==> src/rtl/conv_encoder_if.sv <==
// conv_encoder_if
//  Bundles the info-bit input stream and the coded-symbol output stream of the
//  convolutional encoder.
//  master : the side that feeds info bits and sinks symbols (e.g. a framer or bench)
//  slave  : the encoder itself
//  Signals:
//   in_valid/in_ready/in_bit/in_last   info-bit stream (valid/ready)
//   out_valid/out_ready/out_sym        coded-symbol stream {c0,c1}
//   out_tail/out_last                  symbol came from a tail bit / ends the frame
//   busy                               frame in progress
interface conv_encoder_if;
    logic       in_valid;
    logic       in_ready;
    logic       in_bit;
    logic       in_last;
    logic       out_valid;
    logic       out_ready;
    logic [1:0] out_sym;
    logic       out_tail;
    logic       out_last;
    logic       busy;

    modport master (
        output in_valid, in_bit, in_last, out_ready,
        input  in_ready, out_valid, out_sym, out_tail, out_last, busy
    );

    modport slave (
        input  in_valid, in_bit, in_last, out_ready,
        output in_ready, out_valid, out_sym, out_tail, out_last, busy
    );
endinterface

==> src/rtl/conv_encoder.sv <==
// conv_encoder
//  Streaming rate-1/2 convolutional encoder, one info bit in, one 2-bit symbol out.
//  Shares the trellis convention of the Viterbi decoder: reg = {state, b} with the
//  newest bit in bit 0; next state = reg[M-1:0]. With TERMINATE=1 each frame is
//  followed by M zero tail bits so the trellis ends in state 0.
//  Ports:
//   clk   clock
//   rst   synchronous reset, active-high
//   bus   conv_encoder_if.slave (info-bit input stream, symbol output stream, busy)
//
//  state | meaning
//  RUN   | accepting info bits, one symbol per accepted bit
//  TAIL  | input blocked, emitting zero-input tail symbols until tail_cnt reaches 1
module conv_encoder #(
    parameter int K         = 5,
    parameter int M         = K - 1,
    parameter int G0_OCT    = 'o23,
    parameter int G1_OCT    = 'o35,
    parameter bit TERMINATE = 1'b1
) (
    input  logic          clk,
    input  logic          rst,
    conv_encoder_if.slave bus
);
    localparam int TW = $clog2(M + 1);
    localparam logic [K-1:0] G0_MASK = K'(G0_OCT);
    localparam logic [K-1:0] G1_MASK = K'(G1_OCT);

    typedef enum logic {RUN = 1'b0, TAIL = 1'b1} fsm_t;

    fsm_t          fsm;
    logic [M-1:0]  enc_state;
    logic [TW-1:0] tail_cnt;
    logic          out_valid_q;
    logic [1:0]    out_sym_q;
    logic          out_tail_q;
    logic          out_last_q;

    logic          slot_free;
    logic          accept;
    logic          tail_issue;
    logic          enc_bit;
    logic [K-1:0]  shift_reg;
    logic [M-1:0]  next_state;
    logic [1:0]    sym_next;
    logic          tail_final;

    // The output register can take a new symbol when it is empty or being drained.
    assign slot_free  = !out_valid_q || bus.out_ready;
    assign bus.in_ready = (fsm == RUN) && slot_free;
    assign accept     = bus.in_valid && bus.in_ready;
    assign tail_issue = (fsm == TAIL) && slot_free;

    // Tail slots encode a zero input bit.
    assign enc_bit    = accept ? bus.in_bit : 1'b0;
    assign shift_reg  = {enc_state, enc_bit};
    assign next_state = shift_reg[M-1:0];
    assign sym_next   = {^(shift_reg & G0_MASK), ^(shift_reg & G1_MASK)};
    assign tail_final = (tail_cnt == TW'(1));

    always_ff @(posedge clk) begin
        if (rst) begin
            fsm         <= RUN;
            enc_state   <= '0;
            tail_cnt    <= '0;
            out_valid_q <= 1'b0;
            out_sym_q   <= 2'b00;
            out_tail_q  <= 1'b0;
            out_last_q  <= 1'b0;
        end else if (accept) begin
            out_valid_q <= 1'b1;
            out_sym_q   <= sym_next;
            out_tail_q  <= 1'b0;
            if (bus.in_last && TERMINATE) begin
                enc_state  <= next_state;
                tail_cnt   <= TW'(M);
                fsm        <= TAIL;
                out_last_q <= 1'b0;
            end else if (bus.in_last) begin
                // Truncated frame: next frame restarts the trellis from state 0.
                enc_state  <= '0;
                out_last_q <= 1'b1;
            end else begin
                enc_state  <= next_state;
                out_last_q <= 1'b0;
            end
        end else if (tail_issue) begin
            out_valid_q <= 1'b1;
            out_sym_q   <= sym_next;
            out_tail_q  <= 1'b1;
            out_last_q  <= tail_final;
            tail_cnt    <= tail_cnt - TW'(1);
            if (tail_final) begin
                // Already zero after M shifts of 0; forced for robustness.
                enc_state <= '0;
                fsm       <= RUN;
            end else begin
                enc_state <= next_state;
            end
        end else if (out_valid_q && bus.out_ready) begin
            out_valid_q <= 1'b0;
        end
    end

    assign bus.out_valid = out_valid_q;
    assign bus.out_sym   = out_sym_q;
    assign bus.out_tail  = out_tail_q;
    assign bus.out_last  = out_last_q;
    assign bus.busy      = (enc_state != '0) || (fsm == TAIL) || out_valid_q;

    a_hold_stable: assert property (@(posedge clk) disable iff (rst)
        (out_valid_q && !bus.out_ready) |=>
            (out_valid_q && $stable(out_sym_q) && $stable(out_tail_q) && $stable(out_last_q)));

    a_term_state0: assert property (@(posedge clk) disable iff (rst)
        (TERMINATE && out_valid_q && out_last_q) |-> (enc_state == '0));
endmodule

==> src/flat_wrapper.sv <==
// flat-port wrapper written by rule: the top's interface ports become plain ports
module conv_encoder_flat 
#(
    parameter int K         = 5,
    parameter int M         = K - 1,
    parameter int G0_OCT    = 'o23,
    parameter int G1_OCT    = 'o35,
    parameter bit TERMINATE = 1'b1
)
  (clk, rst, bus_in_valid, bus_in_bit, bus_in_last, bus_out_ready, bus_in_ready, bus_out_valid, bus_out_sym, bus_out_tail, bus_out_last, bus_busy);
  conv_encoder_if bus_i ();
  input  logic clk;
  input  logic rst;
  input wire logic [$bits(bus_i.in_valid)-1:0] bus_in_valid;
  input wire logic [$bits(bus_i.in_bit)-1:0] bus_in_bit;
  input wire logic [$bits(bus_i.in_last)-1:0] bus_in_last;
  input wire logic [$bits(bus_i.out_ready)-1:0] bus_out_ready;
  output wire logic [$bits(bus_i.in_ready)-1:0] bus_in_ready;
  output wire logic [$bits(bus_i.out_valid)-1:0] bus_out_valid;
  output wire logic [$bits(bus_i.out_sym)-1:0] bus_out_sym;
  output wire logic [$bits(bus_i.out_tail)-1:0] bus_out_tail;
  output wire logic [$bits(bus_i.out_last)-1:0] bus_out_last;
  output wire logic [$bits(bus_i.busy)-1:0] bus_busy;
  assign bus_i.in_valid = bus_in_valid;
  assign bus_i.in_bit = bus_in_bit;
  assign bus_i.in_last = bus_in_last;
  assign bus_i.out_ready = bus_out_ready;
  assign bus_in_ready = bus_i.in_ready;
  assign bus_out_valid = bus_i.out_valid;
  assign bus_out_sym = bus_i.out_sym;
  assign bus_out_tail = bus_i.out_tail;
  assign bus_out_last = bus_i.out_last;
  assign bus_busy = bus_i.busy;
  conv_encoder #(.K(K), .M(M), .G0_OCT(G0_OCT), .G1_OCT(G1_OCT), .TERMINATE(TERMINATE)) u_core (.clk(clk), .rst(rst), .bus(bus_i));
endmodule
==> config.mk <==
export PLATFORM = sky130hd
export DESIGN_NAME = conv_encoder_flat
export DESIGN_NICKNAME = d
export VERILOG_FILES = /design/src/rtl/conv_encoder_if.sv /design/src/rtl/conv_encoder.sv /design/src/flat_wrapper.sv
export SDC_FILE = /design/constraint.sdc
export NUM_CORES = 1
export LEC_CHECK = 0
export BUFFER_PORTS_ARGS = -buffer_cell sky130_fd_sc_hd__buf_2
export CELL_PAD_IN_SITES_DETAIL_PLACEMENT = 1
export CELL_PAD_IN_SITES_GLOBAL_PLACEMENT = 1
export CORE_AREA = 2 2 43 45
export CTS_BUF_LIST = sky130_fd_sc_hd__clkbuf_8
export DETAILED_ROUTE_END_ITERATION = 6
export DIE_AREA = 0 0 45 47
export GPL_TIMING_DRIVEN = 0
export HOLD_SLACK_MARGIN = 0.03
export PLACE_DENSITY = 0.77
export SYNTH_ARGS = -nofsm -noshare
export SYNTH_HDL_FRONTEND = slang
export SYNTH_SLANG_ARGS = --single-unit
==> constraint.sdc <==
create_clock -name clk -period 1.5 [get_ports clk]
set_clock_uncertainty 0.15 [all_clocks]
set_input_delay 0.15 -clock clk [delete_from_list [all_inputs] [get_ports clk]]
set_output_delay 0.15 -clock clk [all_outputs]
set_load 0.01 [all_outputs]
==> parameters.txt <==
Parameter                              Value

STA
  Post-route clock period utilization    0.971
  Number of pins exceeding their max-slew limit in the final report    0
  Time the final worst path needs with I/O delays and setup    1460 ps
  Measured slew at the worst slew-check pin    462 ps
  Worst max-slew margin expressed relative to the limit    0.692
  Final hold vios    0
  Endpoints failing setup    0
  Worst path setup slack after routing    43.0 ps
  RSZ-0062 raised after global routing    yes
  Max Freq    686 MHz
  Final worst hold slack    43.1 ps

Floorplanning
  Area of the placeable core    1650 um2
  Die Y    47 um
  Row count    15
  Initial core utilization    0.370
  Number of ports placed on the die boundary    13
  Die W    45 um
  Die area    2120 um2

Global route
  Antenna violations before repair    0
  Pin count of the biggest net entering global routing    11
  Vias in the first global route    549
  Overall overflow remaining after global route    0
  First-pass GRT wire length    2390 um
  Aggregate global-route resource usage    0.164

Worst setup path
  R2R cell count    5
  Highest-delay cell along the critical path    sky130_fd_sc_hd__or3b_1
  Logic depth of the worst path, buffers included    5
  Startpoint of the worst-slack reg-to-reg timing path    u_core.bus.out_valid
  Data arrival time of the critical path    1470 ps
  Critical path destination    u_core.bus.out_sym[1]
  Delay of the slowest cell on the worst path    400 ps
  Critical path required time    1520 ps
  Type of origin of the critical path    flop
  Critical Setup Path Class    flop to flop
  Crit path from    u_core.bus.out_valid
  RR Endpoint    u_core.bus.out_sym[1]
  Register-to-register path setup slack    40 ps
  Largest delay contributor family on the critical path    simple AND/OR/NAND/NOR gates
  Largest fanout on the critical path    6
  Buf+Inv Stages, Crit Path    1
  Type of destination of the critical path    flop
  Crit path cell chain    nand2b_1, buf_6, o21ai_2, or3b_1, a31oi_1

Clock tree
  Total number of H-tree levels    1
  Clock tree from TritonCTS    yes
  Inserted Clock Buffers    3
  Worst-path clk slew    60 ps
  Later-pin clock latency in the skew report    250 ps
  Clock sinks    13
  Clock Root Buffer    sky130_fd_sc_hd__clkbuf_8
  Clk buf depth    2

Place
  Global placement routability congestion    0.744
  Count of placed standard cells including taps    100
  Count of port buffers added during placement    12
  Placement-stage worst setup slack    35.5 ps
  Post-detailed-placement half-perimeter wirelength    1020 um

Flow run
  Max-cap violations    0

Detailed routing
  Post-route antenna net violation count    0
  Total Routed Length    1480 um
  Vias post-DR    559
  DR iter-0 viols    4
  DRC    0
  WL/cell    13.8 um
  Routed vias/inst    5.22
  Number of optimization iterations in the first detailed-route pass    3

Finish
  Area growth from synthesis to layout    30.3%
  Post-layout instance count excluding filler cells    107
  Count of nets after finishing    99
  Finished Core Util    0.483
  Share of post-route cells with drive strength above 1    0.289
  Antenna cells    0
  Fill count    200

Synth
  Sequential-to-total area share from yosys stat    0.425
  Total number of yosys warnings    0
  Total of flip-flops plus latches after synthesis    13
  Count of flip-flops with a built-in enable after synthesis    0
  Unique cell type count in the Yosys netlist    27
  Cell Area, Synth    612 um2
  Proportion of netlist area held by the largest area contributor    0.425
  Post-synthesis instance total    71
  Ys async rst share    0
  Mapped Avg Cell Area    8.62 um2
  Post-synthesis net count    79
  Primary flip-flop cell chosen by synthesis mapping    sky130_fd_sc_hd__dfxtp_1
  Most instantiated library cell after synthesis    sky130_fd_sc_hd__dfxtp_1
  Area contributors post-synth    sky130_fd_sc_hd__dfxtp_1 43%, sky130_fd_sc_hd__a21oi_1 6.5%, sky130_fd_sc_hd__xnor2_1 5.7%, sky130_fd_sc_hd__nor2_1 4.9%, sky130_fd_sc_hd__nand2_1 4.3%
  Cell types with the highest counts after synthesis    13 x sky130_fd_sc_hd__dfxtp_1, 8 x sky130_fd_sc_hd__a21oi_1, 8 x sky130_fd_sc_hd__nor2_1, 7 x sky130_fd_sc_hd__nand2_1, 5 x sky130_fd_sc_hd__nand3_1
  Cell type with the highest aggregate area in the netlist    sky130_fd_sc_hd__dfxtp_1

Pwr
  Pwr/cell area    1090 nW/um2
  Static leakage    0.325 nW
  Maximum VDD drop    0.000535 V
  Design Power    0.000865 W

Status
  Result of the run    finished, final reports clean

Hold path
  Type of the most critical hold path    input pin to flop
  Hold Crit Depth    3
power breakdown:
group | internal (W) | total (W) | switching [W]
combinational | 0.0000751 | 0.000168 | 0.0000928
sequential | 0.000369 | 0.000385 | 0.0000163
clock | 0.000181 | 0.000312 | 0.000131
state kept, by name (all words and copies together), names as in the netlist:
name                  flops
u_core.bus.out_last       1
u_core.bus.out_sym        2
u_core.bus.out_tail       1
u_core.bus.out_valid      1
u_core.enc_state          4
u_core.fsm                1
u_core.tail_cnt           3
cell usage in the layout, fill, tap and decap left out:
cell                            netlist  routed
sky130_fd_sc_hd__a211oi_1             1       1
sky130_fd_sc_hd__a21oi_1              8       8
sky130_fd_sc_hd__a22oi_1              3       3
sky130_fd_sc_hd__a311oi_4             0       1
sky130_fd_sc_hd__a31oi_1              1       1
sky130_fd_sc_hd__and2b_1              1       1
sky130_fd_sc_hd__buf_2                0      12
sky130_fd_sc_hd__buf_4                1       2
sky130_fd_sc_hd__buf_6                1       2
sky130_fd_sc_hd__clkbuf_1             1       1
sky130_fd_sc_hd__clkbuf_8             0       3
sky130_fd_sc_hd__dfxtp_1             13      12
sky130_fd_sc_hd__dfxtp_2              0       1
sky130_fd_sc_hd__dlygate4sd3_1        0       1
sky130_fd_sc_hd__ha_1                 2       1
sky130_fd_sc_hd__ha_2                 0       1
sky130_fd_sc_hd__inv_1                3       4
sky130_fd_sc_hd__nand2_1              7       7
sky130_fd_sc_hd__nand2b_1             1       1
sky130_fd_sc_hd__nand3_1              5       5
sky130_fd_sc_hd__nand3_2              1       1
sky130_fd_sc_hd__nand4_1              1       1
sky130_fd_sc_hd__nor2_1               8       8
sky130_fd_sc_hd__nor2b_1              1       1
sky130_fd_sc_hd__nor3_1               1       1
sky130_fd_sc_hd__nor4_4               0       1
sky130_fd_sc_hd__o21ai_0              1       1
sky130_fd_sc_hd__o21ai_2              1       1
sky130_fd_sc_hd__or2_2                1       1
sky130_fd_sc_hd__or3b_1               1       1
sky130_fd_sc_hd__xnor2_1              4       4
sky130_fd_sc_hd__xor2_1               1       1
cell families after synthesis:
kind of cell	after synthesis	share of synthesized area
compound gates	16	0.172
xor+xnor	5	0.0716
fa+ha+maj	2	0.0409
buf+inv	6	0.0552
flops	13	0.425
simple gates	29	0.235
through the flow:
step                TNS [ps]  instance area (um2)
finish                     0                  797
global route           -12.5                  797
CTS                        0                  783
detailed placement         0                  693
global placement           0                  693
floorplan                  0                  612
layout make-up:
| class | instances | area (um2) | share of cell area |
|---|---|---|---|
| clock inverters | 1 | 3.75 | 0.00471 |
| plain buffers | 3 | 26.3 | 0.0330 |
| clock buffers | 3 | 41.3 | 0.0518 |
| inverters | 3 | 11.3 | 0.0141 |
| repair buffers | 15 | 85.1 | 0.107 |
| multi-input cells | 52 | 347 | 0.435 |
| well taps | 17 | 21.3 | 0.0267 |
| flip-flops and latches | 13 | 262 | 0.328 |
worst min-delay path, stage by stage:
cell and delay [ps]:
sky130_fd_sc_hd__buf_2 110, sky130_fd_sc_hd__nand3_2 70, sky130_fd_sc_hd__a21oi_1 60
metal layers:
layer | vias up | track usage | share of wire
li1 | 284 | - | -
met1 | 261 | 0.187 | 0.46
met2 | 10 | 0.289 | 0.49
met3 | 4 | 0.0346 | 0.030
met4 | 0 | 0.0882 | 0.014
met5 | - | 0 | 0
how the worst min path moves through the flow:
stage          startpoint  slack, ps               endpoint
2_1_floorplan         rst         70  u_core.bus.out_sym[1]
3_3_place_gp          rst        210  u_core.bus.out_sym[1]
3_5_place_dp          rst        210  u_core.bus.out_sym[0]
4_1_cts        bus_in_bit         50    u_core.enc_state[0]
5_1_grt        bus_in_bit         70    u_core.enc_state[0]
6_report       bus_in_bit         40    u_core.enc_state[0]
repair_timing:
item / CTS / global route
hold buffers: 1 / 0
buffers inserted: 2 / 0
setup endpoints to repair: 2 / 5
hold endpoints to repair: 3 / 0
gates resized for setup: 4 / 2
pin swaps: 2 / 3
Power figures use the tool's default switching activity.
